===== src/rtl/demux1_4_stream_pkg.sv =====
// Shared widths, channel-buffer state encoding and select decode for the 1:4 stream demux.
// Latency: n/a (declarations only).
// Backpressure: n/a (declarations only).
package demux_pkg;

    localparam int DATA_WIDTH  = 64;
    localparam int NUM_OUTPUTS = 4;
    // Derived from NUM_OUTPUTS; never set independently.
    localparam int SEL_WIDTH   = $clog2(NUM_OUTPUTS);

    typedef enum logic [1:0] {
        BUF_EMPTY,
        BUF_ONE,
        BUF_TWO
    } buf_state_t;

    typedef logic [DATA_WIDTH-1:0] data_t;
    typedef logic [SEL_WIDTH-1:0]  sel_t;

    // One-hot decode of the destination channel.
    function automatic logic [NUM_OUTPUTS-1:0] sel_decode(input sel_t sel);
        logic [NUM_OUTPUTS-1:0] w_one;
        w_one = {{(NUM_OUTPUTS-1){1'b0}}, 1'b1};
        return w_one << sel;
    endfunction

endpackage


===== src/rtl/demux1_4_stream_if.sv =====
// Bundles the input stream and the NUM_OUTPUTS output streams of the demux.
// Latency: n/a (wiring only).
// Backpressure: in_ready / out_ready carry flow control in opposite directions.
interface demux1_4_stream_if;
    import demux_pkg::*;

    logic                              in_valid;
    logic                              in_ready;
    data_t                             in_data;
    sel_t                              in_select;
    logic [NUM_OUTPUTS-1:0]            out_valid;
    logic [NUM_OUTPUTS-1:0]            out_ready;
    logic [NUM_OUTPUTS*DATA_WIDTH-1:0] out_data;
    logic [NUM_OUTPUTS-1:0]            chan_full;

    // Demux side.
    modport slave (
        input  in_valid, in_data, in_select, out_ready,
        output in_ready, out_valid, out_data, chan_full
    );

    // Producer/consumer side.
    modport master (
        output in_valid, in_data, in_select, out_ready,
        input  in_ready, out_valid, out_data, chan_full
    );

endinterface


===== src/rtl/demux1_4_stream_chan_buffer.sv =====
// Two-entry per-channel FIFO with EMPTY/ONE/TWO state and registered valid/full/head.
// Latency: a pushed word is visible on o_vld/o_dat one cycle after the push edge.
// Backpressure: o_full tells the steering logic to stop pushes; head held while i_pop_rdy=0.
module demux_chan_buffer
    import demux_pkg::*;
(
    input  logic  clk,
    input  logic  reset_n,
    input  logic  i_push,
    input  data_t i_push_data,
    input  logic  i_pop_rdy,
    output logic  o_vld,
    output data_t o_dat,
    output logic  o_full
);

    buf_state_t r_state;
    data_t      r_head;
    data_t      r_tail;
    logic       r_vld;
    logic       r_full;
    logic       w_pop;

    assign w_pop = r_vld & i_pop_rdy;

    // Occupancy FSM; head/tail storage and the valid/full flags move with the state.
    always_ff @(posedge clk or negedge reset_n) begin
        if (!reset_n) begin
            r_state <= BUF_EMPTY;
            r_head  <= '0;
            r_tail  <= '0;
            r_vld   <= 1'b0;
            r_full  <= 1'b0;
        end else begin
            case (r_state)
                BUF_EMPTY: begin
                    if (i_push) begin
                        r_head  <= i_push_data;
                        r_state <= BUF_ONE;
                        r_vld   <= 1'b1;
                    end
                end
                BUF_ONE: begin
                    if (i_push && !w_pop) begin
                        r_tail  <= i_push_data;
                        r_state <= BUF_TWO;
                        r_full  <= 1'b1;
                    end else if (!i_push && w_pop) begin
                        r_state <= BUF_EMPTY;
                        r_vld   <= 1'b0;
                    end else if (i_push && w_pop) begin
                        // Old head leaves as the new word arrives: stays ONE.
                        r_head  <= i_push_data;
                    end
                end
                BUF_TWO: begin
                    // Pushes cannot arrive here: the top drops in_ready while full.
                    if (w_pop) begin
                        r_head  <= r_tail;
                        r_state <= BUF_ONE;
                        r_full  <= 1'b0;
                    end
                end
                default: begin
                    r_state <= BUF_EMPTY;
                    r_vld   <= 1'b0;
                    r_full  <= 1'b0;
                end
            endcase
        end
    end

    assign o_vld  = r_vld;
    assign o_dat  = r_head;
    assign o_full = r_full;

endmodule


===== src/rtl/demux1_4_stream.sv =====
// Routes one valid/ready stream to one of NUM_OUTPUTS buffered channels chosen by in_select.
// Latency: 1 cycle from accept to out_valid; no combinational input-to-output path.
// Backpressure: in_ready = !chan_full[in_select]; a stalled consumer blocks only its own channel.
module demux1_4_stream
    import demux_pkg::*;
(
    input  logic              clk,
    input  logic              reset_n,
    demux1_4_stream_if.slave  bus
);

    logic [NUM_OUTPUTS-1:0] w_sel_onehot;
    logic [NUM_OUTPUTS-1:0] w_push;
    logic [NUM_OUTPUTS-1:0] w_vld;
    logic [NUM_OUTPUTS-1:0] w_full;
    logic                   w_accept;

    assign w_sel_onehot = sel_decode(bus.in_select);

    // Depends only on in_select and registered full flags, never on in_valid or out_ready.
    assign bus.in_ready = ~w_full[bus.in_select];
    assign w_accept     = bus.in_valid & bus.in_ready;
    assign w_push       = w_sel_onehot & {NUM_OUTPUTS{w_accept}};

    for (genvar g = 0; g < NUM_OUTPUTS; g++) begin : g_chan
        data_t w_head;

        demux_chan_buffer u_buf (
            .clk         (clk),
            .reset_n     (reset_n),
            .i_push      (w_push[g]),
            .i_push_data (bus.in_data),
            .i_pop_rdy   (bus.out_ready[g]),
            .o_vld       (w_vld[g]),
            .o_dat       (w_head),
            .o_full      (w_full[g])
        );

        assign bus.out_data[g*DATA_WIDTH +: DATA_WIDTH] = w_head;
    end

    assign bus.out_valid = w_vld;
    assign bus.chan_full = w_full;

endmodule


===== src/flat_wrapper.sv =====
// flat-port wrapper written by rule: the top's interface ports become plain ports
module demux1_4_stream_flat import demux_pkg::*;
  (clk, reset_n, bus_in_valid, bus_in_data, bus_in_select, bus_out_ready, bus_in_ready, bus_out_valid, bus_out_data, bus_chan_full);
  demux1_4_stream_if bus_i ();
  input  logic clk;
  input  logic reset_n;
  input wire logic [$bits(bus_i.in_valid)-1:0] bus_in_valid;
  input wire logic [$bits(bus_i.in_data)-1:0] bus_in_data;
  input wire logic [$bits(bus_i.in_select)-1:0] bus_in_select;
  input wire logic [$bits(bus_i.out_ready)-1:0] bus_out_ready;
  output wire logic [$bits(bus_i.in_ready)-1:0] bus_in_ready;
  output wire logic [$bits(bus_i.out_valid)-1:0] bus_out_valid;
  output wire logic [$bits(bus_i.out_data)-1:0] bus_out_data;
  output wire logic [$bits(bus_i.chan_full)-1:0] bus_chan_full;
  assign bus_i.in_valid = bus_in_valid;
  assign bus_i.in_data = bus_in_data;
  assign bus_i.in_select = bus_in_select;
  assign bus_i.out_ready = bus_out_ready;
  assign bus_in_ready = bus_i.in_ready;
  assign bus_out_valid = bus_i.out_valid;
  assign bus_out_data = bus_i.out_data;
  assign bus_chan_full = bus_i.chan_full;
  demux1_4_stream u_core (.clk(clk), .reset_n(reset_n), .bus(bus_i));
endmodule

===== config.mk =====
export PLATFORM = sky130hd
export DESIGN_NAME = demux1_4_stream_flat
export DESIGN_NICKNAME = d
export VERILOG_FILES = /design/src/rtl/demux1_4_stream_pkg.sv /design/src/rtl/demux1_4_stream_if.sv /design/src/rtl/demux1_4_stream_chan_buffer.sv /design/src/rtl/demux1_4_stream.sv /design/src/flat_wrapper.sv
export SDC_FILE = /design/constraint.sdc
export NUM_CORES = 1
export LEC_CHECK = 0
export BUFFER_PORTS_ARGS = -buffer_cell sky130_fd_sc_hd__buf_2
export CAP_MARGIN = 20
export CORE_MARGIN = 2
export CORE_UTILIZATION = 35
export CTS_CLUSTER_DIAMETER = 30
export DETAILED_ROUTE_END_ITERATION = 8
export HOLD_SLACK_MARGIN = 0.1
export PLACE_DENSITY = 0.52
export SETUP_SLACK_MARGIN = 0.2
export SYNTH_ARGS = -nofsm -noshare
export SYNTH_HDL_FRONTEND = slang
export SYNTH_SLANG_ARGS = --single-unit

===== constraint.sdc =====
create_clock -name clk -period 7.3 [get_ports clk]
set_clock_uncertainty 0.05 [all_clocks]
set_input_delay 0 -clock clk [delete_from_list [all_inputs] [get_ports clk]]
set_output_delay 0 -clock clk [all_outputs]
set_load 0.02 [all_outputs]

## After elaboration in Yosys (flattened, before gate mapping)

Cells that the tools add are included.

- Add/sub/neg operators: 0
- Multipliers: 0
- Divide/modulo/power cells: 0
- Order comparisons: 1
- Eq/ne operators: 40
- Shifts and indexed selects: 1
- Mux-type cells: 74
- Bitwise operators: 15
- Reduce and logical (&&, ||, !) cells: 48

Operators by type and width:

| kind | number |
|---|---|
| $mux 64 | 20 |
| $pmux 64 s3 | 4 |
| $ne 2x2->1 const B | 24 |
| $mux 2 | 16 |
| $pmux 1 s3 | 8 |
| $pmux 2 s3 | 4 |
| $reduce_and 3->1 | 8 |
| $reduce_and 6->1 | 4 |
| $mux 1 | 21 |
| $reduce_and 4->1 | 4 |
| $logic_and 1x1->1 | 12 |
| $ne 3x3->1 const B | 4 |
| $reduce_bool 3->1 | 4 |
| $not 1->1 | 9 |
| $eq 2x1->1 const B | 4 |
| $eq 2x2->1 const B | 4 |
| $logic_not 1->1 | 8 |
| $logic_not 2->1 | 4 |
| $ne 2x1->1 const B | 4 |
| $reduce_and 2->1 | 4 |
| $and 1x1->1 | 5 |
| $and 4x4->4 | 1 |
| $shl 1x2->4 const A | 1 |
| $lt 2x3->1 const B | 1 |
| $bmux 1 s2 | 1 |

- Flip-flop bits (word level): 528
- Bits in latches: 0
- Bits in writable memories: 0
- Memory bits (read-only): 0
- Bits of input ports: 73
- Memories kept: 0

## Logic depth before layout (Yosys ltp)

Gate-level depths: netlist (run 1).

- Depth after elaboration: 10
- Mapped depth: 10
- Mapped depth without buffers: 7

## Hierarchy

Synthesis (run 1) repeated with hierarchy kept, for this count alone.

- Cell total of the unflattened synthesis: 1483
- Area total of the unflattened synthesis: 24257.0 sq um

Modules (own cells, without submodules):

| module | instances | cells each | area each (sq um) | seq. area each (sq um) |
|---|---|---|---|---|
| demux_chan_buffer (u_core.g_chan[1].u_buf ...) | 3 | 369 | 6049.6 | 3303.2 |
| demux_chan_buffer (u_core.g_chan[0].u_buf) | 1 | 369 | 6047.0 | 3303.2 |
| demux1_4_stream | 1 | 7 | 61.3 | 0.0 |

## Worst setup path before layout (run 1)

OpenSTA, ideal clock, no wires.

- Path type: flip-flop to flip-flop
- Start: reg u_core.g_chan[1].u_buf.r_full
- End: reg u_core.g_chan[1].u_buf.r_head[10]
- Library setup time: 0.137 ns
- Arrival: 2.571 ns
- Data required time: 7.113 ns
- Slack: 4.542 ns
- Stages on the path, launching flop included: 8
- Buffers on the path: 2
- Clock period less this slack: 2.758 ns
- Path through: dfrtp_1 > or4bb_1 > ha_1 > or4b_2 > a222oi_1 > buf_2 > clkbuf_1 > a21oi_1

- Longest elaborated chain between the ends: 9
- Elaborated cells on any way between the ends: 14
- Classes of those cells: eq/ne (4); mux (2); bitwise (3); reduce/logical (5)

Ends and longest elaborated chain:

| what | RTL line | source |
|---|---|---|
| start, declared | demux1_4_stream_chan_buffer.sv:21 | `logic r_full;` |
| start signal, assigned | demux1_4_stream_chan_buffer.sv:33 | `r_full <= 1'b0;` |
| start signal, assigned | demux1_4_stream_chan_buffer.sv:47 | `r_full <= 1'b1;` |
| start signal, assigned | demux1_4_stream_chan_buffer.sv:61 | `r_full <= 1'b0;` |
| $bmux 1 s2 * | demux1_4_stream.sv:21 | `assign bus.in_ready = ~w_full[bus.in_select];` |
| $mux 1 (implied by the code) * | demux1_4_stream.sv:21 |  |
| $not 1->1 * | demux1_4_stream.sv:21 |  |
| $and 1x1->1 * | demux1_4_stream.sv:22 | `assign w_accept = bus.in_valid & bus.in_ready;` |
| $and 4x4->4 * | demux1_4_stream.sv:23 | `assign w_push = w_sel_onehot & {NUM_OUTPUTS{w_accept}};` |
| $logic_not 1->1 | demux1_4_stream_chan_buffer.sv:48 | `end else if (!i_push && w_pop) begin` |
| $logic_and 1x1->1 | demux1_4_stream_chan_buffer.sv:48 |  |
| $ne 2x2->1 (no line) | -- |  |
| $reduce_and 6->1 (no line) * | -- |  |
| end signal, assigned | demux1_4_stream_chan_buffer.sv:38 | `r_head <= i_push_data;` |
| end signal, assigned | demux1_4_stream_chan_buffer.sv:53 | `r_head <= i_push_data;` |
| end signal, assigned | demux1_4_stream_chan_buffer.sv:59 | `r_head <= r_tail;` |
| end, declared | demux1_4_stream_chan_buffer.sv:18 | `data_t r_head;` |

Mark *: on every way between the ends. The rest lies on a longest branch, timed or not. The select of a mux whose other input is x is not followed.
A chain may end at the register's enable or synchronous reset.

## Worst setup path after layout (run 1)

- Start: reg u_core.g_chan[0].u_buf.r_full
- End: reg u_core.g_chan[0].u_buf.r_head[34]

- Longest elaborated chain between the ends: 9
- Elaborated cells on any way between the ends: 14
- Classes of those cells: eq/ne (4); mux (2); bitwise (3); reduce/logical (5)

Ends and longest elaborated chain:

| what | RTL line |
|---|---|
| start, declared | demux1_4_stream_chan_buffer.sv:21 |
| start signal, assigned | demux1_4_stream_chan_buffer.sv:33 |
| start signal, assigned | demux1_4_stream_chan_buffer.sv:47 |
| start signal, assigned | demux1_4_stream_chan_buffer.sv:61 |
| $bmux 1 s2 * | demux1_4_stream.sv:21 |
| $mux 1 (implied by the code) * | demux1_4_stream.sv:21 |
| $not 1->1 * | demux1_4_stream.sv:21 |
| $and 1x1->1 * | demux1_4_stream.sv:22 |
| $and 4x4->4 * | demux1_4_stream.sv:23 |
| $logic_not 1->1 | demux1_4_stream_chan_buffer.sv:48 |
| $logic_and 1x1->1 | demux1_4_stream_chan_buffer.sv:48 |
| $ne 2x2->1 (no line) | -- |
| $reduce_and 6->1 (no line) * | -- |
| end signal, assigned | demux1_4_stream_chan_buffer.sv:38 |
| end signal, assigned | demux1_4_stream_chan_buffer.sv:53 |
| end signal, assigned | demux1_4_stream_chan_buffer.sv:59 |
| end, declared | demux1_4_stream_chan_buffer.sv:18 |

Marks and branches as above.

==> run_results.csv, run 1 <==
group,metric,value,unit
final_layout,regArea,13200,um^2
global_route,grt_pass1_wl,98.6,mm
global_route,track_usage,0.193,
final_layout,multi_input_area,8720,um^2
worst_setup_path,cp.required,7.84,ns
worst_setup_path,critPathTopFamily,"simple AND/OR/NAND/NOR gates",
die,core_area,63300,um^2
route,drc,0,
logic_synthesis,synth_commonest_cells,"528 x dfrtp_1, 379 x mux2_2, 261 x a21oi_1, 192 x mux2i_1, 136 x nor2_1",
logic_synthesis,yosysMostFrequentCell,"dfrtp_1",
logic_synthesis,syn_area_per_cell,13.1,um^2
worst_setup_path,slowest_delay,0.70,ns
status,status,"finished, final reports clean",
power,max-vdd-ir-drop,270,uV
worst_setup_path,worstPathBufferInverterCount,2,
sta,period_share,0.536,
logic_synthesis,synth_top_flop_cell,"dfrtp_1",
power,fin_total_pwr,11.4,mW
route,routed_wl,63.4,mm
logic_synthesis,synth.largest_area_cell,"dfrtp_1",
global_route,grt_pass1_vias,16100,
sta,rsz0062_at_grt,"false",
clock_tree,clock_latency,0.68,ns
logic_synthesis,synth_area_leaders,"dfrtp_1 59%, mux2_2 19%, mux2i_1 8.6%",
placement,post-dp-hpwl,38.0,mm
clock_tree,clockBufferDepth,3,
logic_synthesis,synth_edf_count,0,
die,placementRows,92,
clock_tree,cts_buffers,130,
logic_synthesis,yosysSeqAreaShare,0.588,
logic_synthesis,ys_seq_elements,528,
worst_setup_path,worst-endpoint-arrival,4.45,ns
worst_setup_path,worst_setup_path_end_kind,"flop",
logic_synthesis,syn-instance-count,1711,
logic_synthesis,synth_area,22500,um^2
job,max_cap_violations,0,
worst_setup_path,worst-path-max-fanout,70,
die,initial_core_util,0.355,
die,die_h,257,um
worst_setup_path,crit_top_cell,"buf_4",
final_layout,fillers,5727,
clock_tree,post-cts-setup-buffers,0,
final_layout,final_layout_size_suffix_gt1_frac,0.425,
die,die_area,66200,um^2
route,dr.pass1.iters,4,
clock_tree,clk_pin_slew,0.04,ns
worst_setup_path,crit_type,"reg -> reg",
clock_tree,cts_hold_buf,79,
sta,worstMarginPinSlew,1.10,ns
sta,fin_setup_tns,0,ns
route,via_count,15400,
final_layout,nNetsFinal,2246,
final_layout,fin_area,30100,um^2
clock_tree,cts_resized,0,
worst_setup_path,cp-start-kind,"flop",
sta,max_clock_freq,255,MHz
global_route,grt_antenna_before_repair,2,
worst_hold_path,worstHoldPathType,"in -> reg",
placement,place.gp.congestion,0.749,
final_layout,final_util,0.476,
sta,setup_violations,0,
placement,portBuffers,337,
clock_tree,cts_tree,"built",
sta,fin_crit,3.92,ns
global_route,grt_overflow,0,
route,wl_per_cell,20.4,um
route,ant_nets,0,
logic_synthesis,yosysWarnings,0,
clock_tree,htree_levels,4,
logic_synthesis,synth_cell_types,35,
power,p_leak,13.9,nW
clock_tree,cts-root-buf,"clkbuf_16",
power,power.density,378,nW/um^2
worst_setup_path,slowest_stage,"buf_4",
logic_synthesis,synth_top_area_frac,0.588,
route,detail_route.iter0.violations,715,
die,io_pins,338,
route,viasPerCell,4.95,
sta,hold_viol_final,0,
sta,slew_violations,0,
logic_synthesis,synthArstFlopShare,1.00,
global_route,grt_max_degree,177,
final_layout,syn2layout_area_growth,34.2,%
sta,max-slew-margin-rel,0.266,
placement,place_area,24900,um^2
die,die_w,257,um
clock_tree,clkSinkCount,528,
worst_setup_path,cp_cell_sequence,"or4b_1 -> ha_1 -> or4b_2 -> a222oi_1 -> buf_4 -> buf_4 -> nor2_1 -> a21oi_1",
logic_synthesis,synth.net_count,1796,
layout make-up:
| type | instances | area share |
|---|---|---|
| tap | 846 | 0.0351 |
| timing repair buffer | 439 | 0.0903 |
| inverter | 14 | 0.00174 |
| antenna | 1 | 0.0000830 |
| clock buffer | 183 | 0.126 |
| multi-input combinational | 1048 | 0.289 |
| sequential | 528 | 0.438 |
| clock inverter | 48 | 0.0194 |
per-stage QoR:
stage,hold slack (ns),setup WS [ns],std cells
5_1_grt,0.118,3.13,3107
3_3_place_gp,-0.0232,3.54,2795
6_report,0.150,3.38,3107
4_1_cts,0.101,3.40,3105
2_1_floorplan,-0.346,4.54,1711
3_5_place_dp,-0.0119,3.42,2795
power breakdown:
group	switching (mW)	internal (mW)
clock	1.72	3.94
combinational	1.23	0.696
sequential	0.329	3.48
layer usage:
metal | routed length, um | GRT usage | vias up | part of all wire
li1 | - | - | 7017 | -
met1 | 28400 | 0.246 | 7898 | 0.45
met2 | 29600 | 0.307 | 379 | 0.47
met3 | 4010 | 0.0643 | 93 | 0.063
met4 | 1340 | 0.0697 | 2 | 0.021
met5 | 13 | 0 | - | 0.00021
cells in the final DEF (no fill, tap or decap), types with 2 or more instances in the layout:
master         Yosys  layout
buf_16             0       2
nand2_1           13      11
bufinv_16          0      10
o21bai_1           2       2
clkbuf_1          65      23
o21ai_0            8       7
dfrtp_1          528     528
nor2b_4            0       4
dlygate4sd3_1      0      78
inv_6              0       5
clkinv_8           0       3
a21boi_0           2       2
mux2_2           379     379
nand2b_1           4       4
inv_1             14      14
clkbuf_16          0     134
a21oi_1          261     261
inv_16             0       2
a22oi_1            2       2
mux2i_1          192     192
nor2_1           136     136
or4b_2             2       2
mux2_1             5       5
ha_1              12      12
buf_2             23     336
a222oi_1           2       2
clkbuf_8           0      26
or4b_1             2       2
buf_4             20      20
clkinvlp_4         0       3
nand2_4            0       2
nand3b_1           5       5
buf_12             0       2
clkinv_2           0      24
nor2b_1            8       4
cell families (layout without fill, tap and decap cells):
| logic type | after synthesis | count (layout) | share of synthesized area |
|---|---|---|---|
| muxes | 577 | 577 | 0.279 |
| DFF | 528 | 528 | 0.588 |
| AOI/OAI and AO/OA | 283 | 283 | 0.0652 |
| and+or+nand+nor | 176 | 176 | 0.0339 |
| buffers and inverters | 135 | 684 | 0.0272 |
| adders and majority gates | 12 | 12 | 0.00668 |
| other | 0 | 1 | 0 |
worst paths after layout:
kind | from | endpoint | slack (ns) | depth (start not counted)
max in group asynchronous | reset_n | u_core.g_chan[1].u_buf.r_tail[38] | 5.73 | 4
min | bus_in_data[59] | u_core.g_chan[0].u_buf.r_tail[59] | 0.15 | 3
max reg2reg | u_core.g_chan[0].u_buf.o_full | u_core.g_chan[0].u_buf.o_dat[34] | 3.38 | 8
min in group asynchronous | reset_n | u_core.g_chan[3].u_buf.r_tail[8] | 0.50 | 4
min reg2reg | u_core.g_chan[3].u_buf.o_dat[35] | u_core.g_chan[3].u_buf.o_dat[35] | 0.43 | 1
max | u_core.g_chan[0].u_buf.o_full | u_core.g_chan[0].u_buf.o_dat[34] | 3.38 | 8
worst register-to-register path, stage by stage (launching register included):
cell and delay [ns]:
dfrtp_1 0.39, or4b_1 0.57, ha_1 0.27, or4b_2 0.63
a222oi_1 0.25, buf_4 0.57, buf_4 0.78, nor2_1 0.17
a21oi_1 0.15
flip-flops by register name, indices dropped and copies added, names as in the netlist:
signal                       flops
u_core.g_chan.u_buf.r_state      8
u_core.g_chan.u_buf.o_vld        4
u_core.g_chan.u_buf.o_full       4
u_core.g_chan.u_buf.o_dat      256
u_core.g_chan.u_buf.r_tail     256
(Power assumes the default switching activity.)
==> inputs of run 2 (changes only) <==
--- a/config.mk
+++ b/config.mk
@@ -5,6 +5,7 @@
 export SDC_FILE = /design/constraint.sdc
 export NUM_CORES = 1
 export LEC_CHECK = 0
+export ABC_AREA = 1
 export BUFFER_PORTS_ARGS = -buffer_cell sky130_fd_sc_hd__buf_2
 export CAP_MARGIN = 20
 export CORE_MARGIN = 2
@@ -12,7 +13,7 @@
 export CTS_CLUSTER_DIAMETER = 30
 export DETAILED_ROUTE_END_ITERATION = 8
 export HOLD_SLACK_MARGIN = 0.1
-export PLACE_DENSITY = 0.52
+export PLACE_DENSITY = 0.54
 export SETUP_SLACK_MARGIN = 0.2
 export SYNTH_ARGS = -nofsm -noshare
 export SYNTH_HDL_FRONTEND = slang
==> constraint.sdc (replaced) <==
create_clock -name clk -period 3.6 [get_ports clk]
set_clock_uncertainty 0.05 [all_clocks]
set_input_delay 0 -clock clk [delete_from_list [all_inputs] [get_ports clk]]
set_output_delay 0 -clock clk [all_outputs]
set_load 0.02 [all_outputs]
==> run_results.csv, run 2 <==
group,metric,value,unit
status,status,"finished, final reports clean",
final_layout,final_layout_size_suffix_gt1_frac,0.194,
worst_setup_path,worstPathBufferInverterCount,4,
sta,period_share,0.928,
clock_tree,cts-root-buf,"clkbuf_16",
power,max-vdd-ir-drop,415,uV
route,viasPerCell,5.25,
global_route,grt_overflow,0,
sta,max-slew-margin-rel,0.317,
route,detail_route.iter0.violations,2092,
global_route,grt_antenna_before_repair,3,
clock_tree,cts_buffers,131,
logic_synthesis,synth_edf_count,0,
route,wl_per_cell,19.9,um
placement,portBuffers,337,
worst_setup_path,worst-path-max-fanout,34,
route,dr.pass1.iters,5,
logic_synthesis,ys_seq_elements,528,
die,die_w,263,um
route,highest_layer,"met5",
clock_tree,clk_pin_slew,0.04,ns
logic_synthesis,synth.largest_area_cell,"dfrtp_1",
route,routed_wl,81.2,mm
sta,fin_setup_tns,0,ns
worst_setup_path,crit_top_cell,"nand2_1",
final_layout,mostFrequentLayoutCells,"795 x nand2_1, 528 x dfrtp_1, 336 x buf_2, 277 x nor2_1, 266 x o21ai_0",
worst_setup_path,cp.required,4.12,ns
power,p_leak,16.4,nW
clock_tree,cts_tree,"built",
worst_hold_path,worstHoldPathType,"in -> reg",
logic_synthesis,syn-instance-count,2757,
sta,max_clock_freq,299,MHz
final_layout,syn2layout_area_growth,32.7,%
logic_synthesis,syn_area_per_cell,8.51,um^2
global_route,grt_pass1_wl,125,mm
sta,rsz0062_at_grt,"true",
logic_synthesis,yosysMostFrequentCell,"nand2_1",
worst_setup_path,cp-start-kind,"flop",
logic_synthesis,yosysWarnings,0,
logic_synthesis,synth_top_flop_cell,"dfrtp_1",
clock_tree,clock_latency,0.70,ns
logic_synthesis,synth_area_leaders,"dfrtp_1 56%, nand2_1 13%, nand4_1 6.9%",
die,die_h,263,um
sta,slew_violations,0,
logic_synthesis,synth_top_area_frac,0.563,
route,wl_met1,36.2,mm
die,initial_core_util,0.355,
worst_setup_path,critPathTopFamily,"buffers and inverters",
global_route,grt_pass1_vias,21100,
die,io_pins,338,
logic_synthesis,yosysSeqAreaShare,0.563,
logic_synthesis,synth_commonest_cells,"807 x nand2_1, 528 x dfrtp_1, 277 x nor2_1, 266 x o21ai_0, 262 x a21oi_1",
sta,whs,0.196,ns
die,die_area,69100,um^2
die,placementRows,94,
logic_synthesis,synth_area,23500,um^2
clock_tree,clkSinkCount,528,
sta,setup_violations,0,
worst_setup_path,worst-endpoint-arrival,3.86,ns
worst_setup_path,worst_setup_path_end_kind,"flop",
global_route,grt_max_degree,91,
worst_setup_path,slowest_delay,0.61,ns
global_route,track_usage,0.232,
clock_tree,htree_levels,4,
worst_setup_path,crit_type,"reg -> reg",
placement,place.gp.congestion,0.804,
route,met3_length,6.09,mm
route,met2WireLength,37.0,mm
route,via_count,21400,
route,ant_nets,0,
die,core_area,66100,um^2
sta,fin_crit,3.34,ns
logic_synthesis,synthArstFlopShare,1.00,
placement,place_area,25500,um^2
logic_synthesis,synth_cell_types,23,
sta,hold_viol_final,0,
job,max_cap_violations,0,
sta,worstMarginPinSlew,1.02,ns
clock_tree,clockBufferDepth,3,
final_layout,nNetsFinal,3204,
final_layout,final_common_cell,"nand2_1",
worst_setup_path,cp_cell_sequence,"nand3_1 -> nand2_1 -> nor2_4 -> nand3_2 -> dlygate4sd3_1 -> inv_1 -> ha_1 -> inv_1 -> nand2_1 -> o31ai_4 -> nand3_4 -> buf_12 -> nand2_1 -> nand2_1",
placement,post-dp-hpwl,47.7,mm
logic_synthesis,synth.net_count,2842,
power,power.density,609,nW/um^2
worst_setup_path,slowest_stage,"dlygate4sd3_1",
route,drc,0,
final_layout,fin_area,31100,um^2
==> run 2: cell count changes after synthesis, sizes merged, moves of 4 or more <==
cell / change
nand2: +797
mux2: -384
nand4: +258
o21ai: +258
mux2i: -192
nor2: +143
inv: +79
clkbuf: +64
buf: +44
nand3: +15
nor2b: -8
nand3b: -5
nand2b: -4
or4b: -4
==> run 2: timing repair <==
item	CTS	global route
setup buffers	0	0
endpoints found under the setup margin	0	105
resized for setup	0	4
hold buffers	80	0
hold endpoints to repair	1005	0
==> run 2: tightest hold or removal path, stage by stage <==
cell	delay, ns
dlygate4sd3_1	0.51
buf_2	0.09
inv_1	0.12
o21ai_0	0.18
==> run 2: area by class of cell <==
| type | count | area, um^2 |
|---|---|---|
| multi-input combinational | 1908 | 8810 |
| fill | 6438 | 35000 |
| sequential | 528 | 13200 |
| timing repair buffer | 457 | 2930 |
| clock buffer | 168 | 3650 |
| inverter | 93 | 353 |
| tap | 864 | 1080 |
| antenna | 1 | 2.50 |
| clock inverter | 60 | 1090 |
==> run 2: path summary, 6_finish.rpt <==
| path | start | endpoint | slack [ns] | depth (start not counted) |
|---|---|---|---|---|
| max | u_core.g_chan[1].u_buf.o_full | u_core.g_chan[2].u_buf.o_dat[58] | 0.26 | 14 |
| min reg2reg | u_core.g_chan[1].u_buf.o_dat[12] | u_core.g_chan[1].u_buf.o_dat[12] | 0.41 | 2 |
| max in group asynchronous | reset_n | u_core.g_chan[3].u_buf.o_dat[14] | 2.32 | 4 |
| min | bus_in_data[47] | u_core.g_chan[2].u_buf.r_tail[47] | 0.20 | 4 |
| max reg2reg | u_core.g_chan[1].u_buf.o_full | u_core.g_chan[2].u_buf.o_dat[58] | 0.26 | 14 |
| min in group asynchronous | reset_n | u_core.g_chan[0].u_buf.o_dat[12] | 0.56 | 4 |
==> run 2: power by group <==
part | internal, mW | switching, mW
combinational | 0.112 | 0.267
sequential | 5.96 | 0
clock | 9.00 | 3.62
==> run 2: stage by stage <==
| stage | util | cells | power [mW] | setup WS [ns] |
|---|---|---|---|---|
| after global routing | 0.471 | 4079 | 19.5 | 0.109 |
| after CTS | 0.471 | 4077 | 19.1 | 0.254 |
| final | 0.471 | 4079 | 19.0 | 0.258 |
| after floorplan | - | 2757 | 6.12 | 1.35 |
| after global placement | 0.387 | 3769 | 6.36 | 0.846 |
| after detailed placement | 0.387 | 3769 | 6.36 | 0.791 |
==> run 2: cells by family (layout without fill, tap and decap cells) <==
| group | count (synthesis) | after routing | synth area share |
|---|---|---|---|
| flops | 528 | 528 | 0.563 |
| buf+inv | 322 | 778 | 0.0671 |
| simple gates | 1364 | 1365 | 0.250 |
| compound gates | 531 | 531 | 0.114 |
| other cells | 0 | 1 | 0 |
| fa+ha+maj | 12 | 12 | 0.00640 |
==> run 2: routing by layer <==
layer,track usage,vias up
met5,0,-
li1,-,9932
met2,0.364,831
met1,0.313,10500
met4,0.0890,2
met3,0.0540,135
